$ cat src/rtl/stepper_move_ctrl_if.sv
// Command/status bundle between a move command source and stepper_move_ctrl.
// master: drives start/dir_in/count_in/period_in/abort, reads status and step/dir.
// slave: the move controller, the other way round.
interface stepper_move_ctrl_if #(
  parameter int CNT_W = 16,
  parameter int PER_W = 16
);
  logic             start;
  logic             dir_in;
  logic [CNT_W-1:0] count_in;
  logic [PER_W-1:0] period_in;
  logic             abort;
  logic             step;
  logic             dir;
  logic             busy;
  logic             done;
  logic             aborted;
  logic [CNT_W-1:0] remaining;

  modport master (
    output start, dir_in, count_in, period_in, abort,
    input  step, dir, busy, done, aborted, remaining
  );

  modport slave (
    input  start, dir_in, count_in, period_in, abort,
    output step, dir, busy, done, aborted, remaining
  );
endinterface

$ cat src/rtl/stepper_move_ctrl.sv
// Move sequencer: emits count_in one-cycle step pulses, period_in cycles apart.
// Ports: clock, reset (async, active-high), bus (stepper_move_ctrl_if.slave).
module stepper_move_ctrl #(
  parameter int CNT_W = 16,
  parameter int PER_W = 16
) (
  input  logic                 clock,
  input  logic                 reset,
  stepper_move_ctrl_if.slave   bus
);

  typedef enum logic [1:0] {
    IDLE,
    RUN,
    DONE
  } state_t;

  state_t           state;
  logic [PER_W-1:0] timer;
  logic [PER_W-1:0] period;
  logic [CNT_W-1:0] rem_q;
  logic             step_q;
  logic             dir_q;
  logic             aborted_q;
  logic [PER_W-1:0] per_eff;

  // A zero period would never time out; run it as one step per clock.
  assign per_eff = (bus.period_in == '0) ? PER_W'(1) : bus.period_in;

  always_ff @(posedge clock or posedge reset) begin
    if (reset) begin
      state     <= IDLE;
      timer     <= '0;
      period    <= '0;
      rem_q     <= '0;
      step_q    <= 1'b0;
      dir_q     <= 1'b0;
      aborted_q <= 1'b0;
    end else begin
      unique case (state)
        IDLE: begin
          step_q <= 1'b0;
          if (bus.start) begin
            dir_q     <= bus.dir_in;
            rem_q     <= bus.count_in;
            period    <= per_eff;
            timer     <= per_eff;
            aborted_q <= 1'b0;
            state     <= (bus.count_in != '0) ? RUN : DONE;
          end
        end
        RUN: begin
          if (bus.abort) begin
            step_q    <= 1'b0;
            aborted_q <= 1'b1;
            state     <= DONE;
          end else if (timer == PER_W'(1)) begin
            step_q <= 1'b1;
            timer  <= period;
            if (rem_q != '0)
              rem_q <= rem_q - CNT_W'(1);
            // Last pulse lands in the DONE cycle.
            if (rem_q == CNT_W'(1))
              state <= DONE;
          end else begin
            step_q <= 1'b0;
            timer  <= timer - PER_W'(1);
          end
        end
        DONE: begin
          step_q <= 1'b0;
          state  <= IDLE;
        end
        default: begin
          step_q <= 1'b0;
          state  <= IDLE;
        end
      endcase
    end
  end

  assign bus.step      = step_q;
  assign bus.dir       = dir_q;
  assign bus.remaining = rem_q;
  assign bus.aborted   = aborted_q;
  assign bus.busy      = (state == RUN) || (state == DONE);
  assign bus.done      = (state == DONE);

endmodule
$ cat src/flat_wrapper.sv
// flat-port wrapper written by rule: the top's interface ports become plain ports
module stepper_move_ctrl_flat 
#(
  parameter int CNT_W = 16,
  parameter int PER_W = 16
)
  (clock, reset, bus_start, bus_dir_in, bus_count_in, bus_period_in, bus_abort, bus_step, bus_dir, bus_busy, bus_done, bus_aborted, bus_remaining);
  stepper_move_ctrl_if #(.CNT_W(CNT_W), .PER_W(PER_W)) bus_i ();
  input  logic clock;
  input  logic reset;
  input wire logic [$bits(bus_i.start)-1:0] bus_start;
  input wire logic [$bits(bus_i.dir_in)-1:0] bus_dir_in;
  input wire logic [$bits(bus_i.count_in)-1:0] bus_count_in;
  input wire logic [$bits(bus_i.period_in)-1:0] bus_period_in;
  input wire logic [$bits(bus_i.abort)-1:0] bus_abort;
  output wire logic [$bits(bus_i.step)-1:0] bus_step;
  output wire logic [$bits(bus_i.dir)-1:0] bus_dir;
  output wire logic [$bits(bus_i.busy)-1:0] bus_busy;
  output wire logic [$bits(bus_i.done)-1:0] bus_done;
  output wire logic [$bits(bus_i.aborted)-1:0] bus_aborted;
  output wire logic [$bits(bus_i.remaining)-1:0] bus_remaining;
  assign bus_i.start = bus_start;
  assign bus_i.dir_in = bus_dir_in;
  assign bus_i.count_in = bus_count_in;
  assign bus_i.period_in = bus_period_in;
  assign bus_i.abort = bus_abort;
  assign bus_step = bus_i.step;
  assign bus_dir = bus_i.dir;
  assign bus_busy = bus_i.busy;
  assign bus_done = bus_i.done;
  assign bus_aborted = bus_i.aborted;
  assign bus_remaining = bus_i.remaining;
  stepper_move_ctrl #(.CNT_W(CNT_W), .PER_W(PER_W)) u_core (.clock(clock), .reset(reset), .bus(bus_i));
endmodule
$ cat config.mk
export PLATFORM = sky130hd
export DESIGN_NAME = stepper_move_ctrl_flat
export DESIGN_NICKNAME = d
export VERILOG_FILES = /design/src/rtl/stepper_move_ctrl_if.sv /design/src/rtl/stepper_move_ctrl.sv /design/src/flat_wrapper.sv
export SDC_FILE = /design/constraint.sdc
export NUM_CORES = 1
export LEC_CHECK = 0
export CORE_MARGIN = 1
export CORE_UTILIZATION = 58
export CTS_CLUSTER_DIAMETER = 100
export CTS_CLUSTER_SIZE = 24
export DETAILED_ROUTE_END_ITERATION = 8
export HOLD_SLACK_MARGIN = 0.15
export PLACE_DENSITY = 0.86
export SLEW_MARGIN = 30
export SYNTH_ARGS = -nofsm -noshare
export SYNTH_HDL_FRONTEND = slang
export SYNTH_SLANG_ARGS = --single-unit
$ cat constraint.sdc
create_clock -name clock -period 3 [get_ports clock]
set_input_delay 0.9 -clock clock [delete_from_list [all_inputs] [get_ports clock]]
set_output_delay 0.9 -clock clock [all_outputs]
set_load 0.01 [all_outputs]
==> impl_metrics.tcl <==
set metrics [dict create \
    status "completed" \
    synth_cells 373 \
    n_fill_cell 431 \
    rr_worst_depth 7 \
    ys.flop_type "dfrtp_1" \
    path_clk_slew_ns 0.10 \
    postCtsSetupBuffers 0 \
    drive_gt1_share_pct 13.6 \
    hp-class "flop to flop" \
    yosys_warnings 0 \
    syn_avg_cell_area_um2 9.20 \
    totalWireLength_um 9860 \
    min_period_over_period_pct 86.0 \
    synth_fp_nets 418 \
    fp-row-count 27 \
    io_pins 58 \
    cp.arrival_ns 2.82 \
    worstSetupPathDepth 6 \
    drc 0 \
    num_antenna_cells 0 \
    cts_tree "done" \
    ant_nets 0 \
    areaGrowthSynthToFinish_pct 23.7 \
    crit_path_end_kind "flop" \
    p_leak_nw 1.66 \
    critical_path_class "input pin to flop" \
    finalCoreUtilization_pct 75.7 \
    slew_headroom_pct 45.1 \
    synth-seq-area-share_pct 38.7 \
    drtPass1Iterations 5 \
    syn_area_mm2 0.00343 \
    crit_path_top_delay_cell "or4_1" \
    ir_drop_uv 842 \
    dpl.hpwl_um 7160 \
    fmax_mhz 387 \
    cts_root_buf "clkbuf_8" \
    fin_tns_setup_ns 0 \
    finalHoldViolCount 0 \
    grt_max_degree 41 \
    cp-start-kind "input pin" \
    die_area_mm2 0.00623 \
    critPathTopFamily "simple AND/OR/NAND/NOR gates" \
    cpPeakStageDelay_ns 0.53 \
    cap_viol_max_count 0 \
    synth_edf_count 0 \
    overflow 0 \
    hold_buffers 0 \
    initial_utilization_pct 61.2 \
    synth.distinct_cells 72 \
    numPortBuffers 57 \
    worst_slew_pin_slew_ns 0.817 \
    rsz0062_at_grt "no" \
    grt_pass1_vias 3209 \
    synthArstFlopShare_pct 100 \
    fin_worst_skew_ns 0.00379 \
    crit_required_ns 3.24 \
    worstPathMaxFanout 3 \
    power.density_mw_per_mm2 1010 \
    cts_resized 0 \
    drt-initial-drc-count 364 \
    fin_cells 507 \
    setup_viol 0 \
    clock_path_buffers 2 \
    wl_per_cell_um 19.5 \
    core-area_mm2 0.00561 \
    grt_pass1_wl_um 16000 \
    finalCriticalPeriod_ns 2.58 \
    dp_cells 499 \
    vias_per_cell 6.68 \
    cp_num_buf_inv 1 \
    gp_congestion 0.894 \
    min_path_cells 1 \
    cts_buffers 5 \
    clk_latency_ns 0.31 \
    cts.sinks 53 \
    path_cells "clkdlybuf4s50_1 -> or4_1 -> nor4_1 -> a311o_1 -> o22ai_1 -> a31oi_1" \
    antenna_found_initial 0 \
    nets 479 \
    die_x_um 78.9 \
    ys_ff_latch 53 \
    final_max_slew_viol_count 0 \
    vias 3387 \
    h-tree-depth 2 \
    grt_use_total_pct 33.5 \
    fp.dieH_um 78.9 \
]
-- Yosys cell counts (all sizes together) (4+ instances only) --
master	n	share of area, %
dfrtp	53	39
nor2	35	3.9
nand2	28	3.3
o21ai	23	3.4
a21oi	20	3.0
nor4	19	5.6
mux2	17	5.6
nand3	15	2.2
nor3	15	2.3
clkbuf	12	1.6
inv	10	1.1
nand4	9	1.6
ha	8	2.9
o211ai	8	1.8
or3	7	1.3
a22oi	6	1.5
o22ai	6	1.1
xnor2	6	1.5
a31oi	5	0.91
and2	5	0.91
buf	5	1.1
or4	5	1.3
and3	4	0.77
nand2b	4	0.73
-- kinds of logic (layout without fill, tap and decap cells) --
logic type      Yosys count  after routing  synth area share [%]
simple gates            160            160                  27.3
fa+ha+maj                 8              8                  2.92
buf+inv                  28             90                  3.94
compound gates           96             96                  18.7
xor+xnor                  8              8                  2.04
mux                      20             20                  6.46
flops                    53             53                  38.7
-- per-layer routing --
metal	GRT usage (%)	part of all wire (%)
met2	53.0	47
met3	7.59	9.5
met4	11.6	1.9
met5	0	0
met1	45.4	41
-- flip-flops by register name, summed over array words and instances, names as in the netlist --
signal / flops
u_core.state: 2
u_core.bus.remaining: 16
u_core.timer: 16
u_core.bus.aborted: 1
u_core.period: 16
u_core.bus.step: 1
u_core.bus.dir: 1
-- layout by cell type (no fill, tap or decap), types with 4 or more instances in the layout --
cell type / synthesis / layout
a31oi_1: 5 / 5
nor2_1: 34 / 34
a22oi_1: 5 / 5
ha_1: 8 / 8
nand2_1: 27 / 27
a21oi_1: 19 / 19
xnor2_1: 6 / 6
nand3_1: 15 / 15
o211ai_1: 8 / 8
inv_1: 10 / 9
and2_1: 5 / 5
clkbuf_8: 1 / 6
clkdlybuf4s50_1: 0 / 57
dfrtp_1: 53 / 53
o22ai_1: 6 / 6
nand4_1: 9 / 9
o21ai_0: 23 / 23
nand2b_1: 4 / 4
mux2_2: 16 / 16
nor4_1: 13 / 13
or3_1: 5 / 5
nor3_1: 14 / 14
buf_4: 1 / 12
nor4_4: 4 / 4
-- where the power goes --
| part | leakage (nW) | total [W] | switching [W] | internal (W) |
|---|---|---|---|---|
| registers | 0.627 | 0.00155 | 0.000474 | 0.00107 |
| logic | 0.977 | 0.00224 | 0.00116 | 0.00108 |
| clock network | 0.0585 | 0.000519 | 0.000246 | 0.000273 |
| total | 1.66 | 0.00430 | 0.00188 | 0.00242 |
-- worst paths after layout --
kind / startpoint / to / slack, ns
worst max-delay path: bus_period_in[8] / u_core.timer[0] / 0.42
worst min-delay path: u_core.period[11] / u_core.period[11] / 0.51
worst max register to register: u_core.timer[1] / u_core.bus.remaining[8] / 0.64
worst min register to register: u_core.period[11] / u_core.period[11] / 0.51
max in group asynchronous: reset / u_core.timer[14] / 1.50
min in group asynchronous: reset / u_core.period[2] / 0.94
-- cell type report --
cell class                 count  area [µm²]  share of cell area (%)
inverter                      11        41.3                   0.973
timing repair buffer          71         701                    16.5
clock inverter                 1        30.0                   0.708
clock buffer                   7        86.3                    2.03
tap                           72        90.1                    2.12
sequential                    53        1330                    31.2
multi-input combinational    292        1970                    46.4
-- per-stage QoR --
stage	instance area [µm²]	hold WS [ns]	total power, W	setup slack (ns)
2_1_floorplan	3430	0.464	0.00292	0.814
3_5_place_dp	4130	0.490	0.00375	0.172
3_3_place_gp	4130	0.480	0.00365	0.328
6_report	4240	0.513	0.00430	0.419
4_1_cts	4240	0.512	0.00427	0.489
5_1_grt	4240	0.531	0.00458	0.321
No activity file was read; power rests on OpenSTA's default activity.
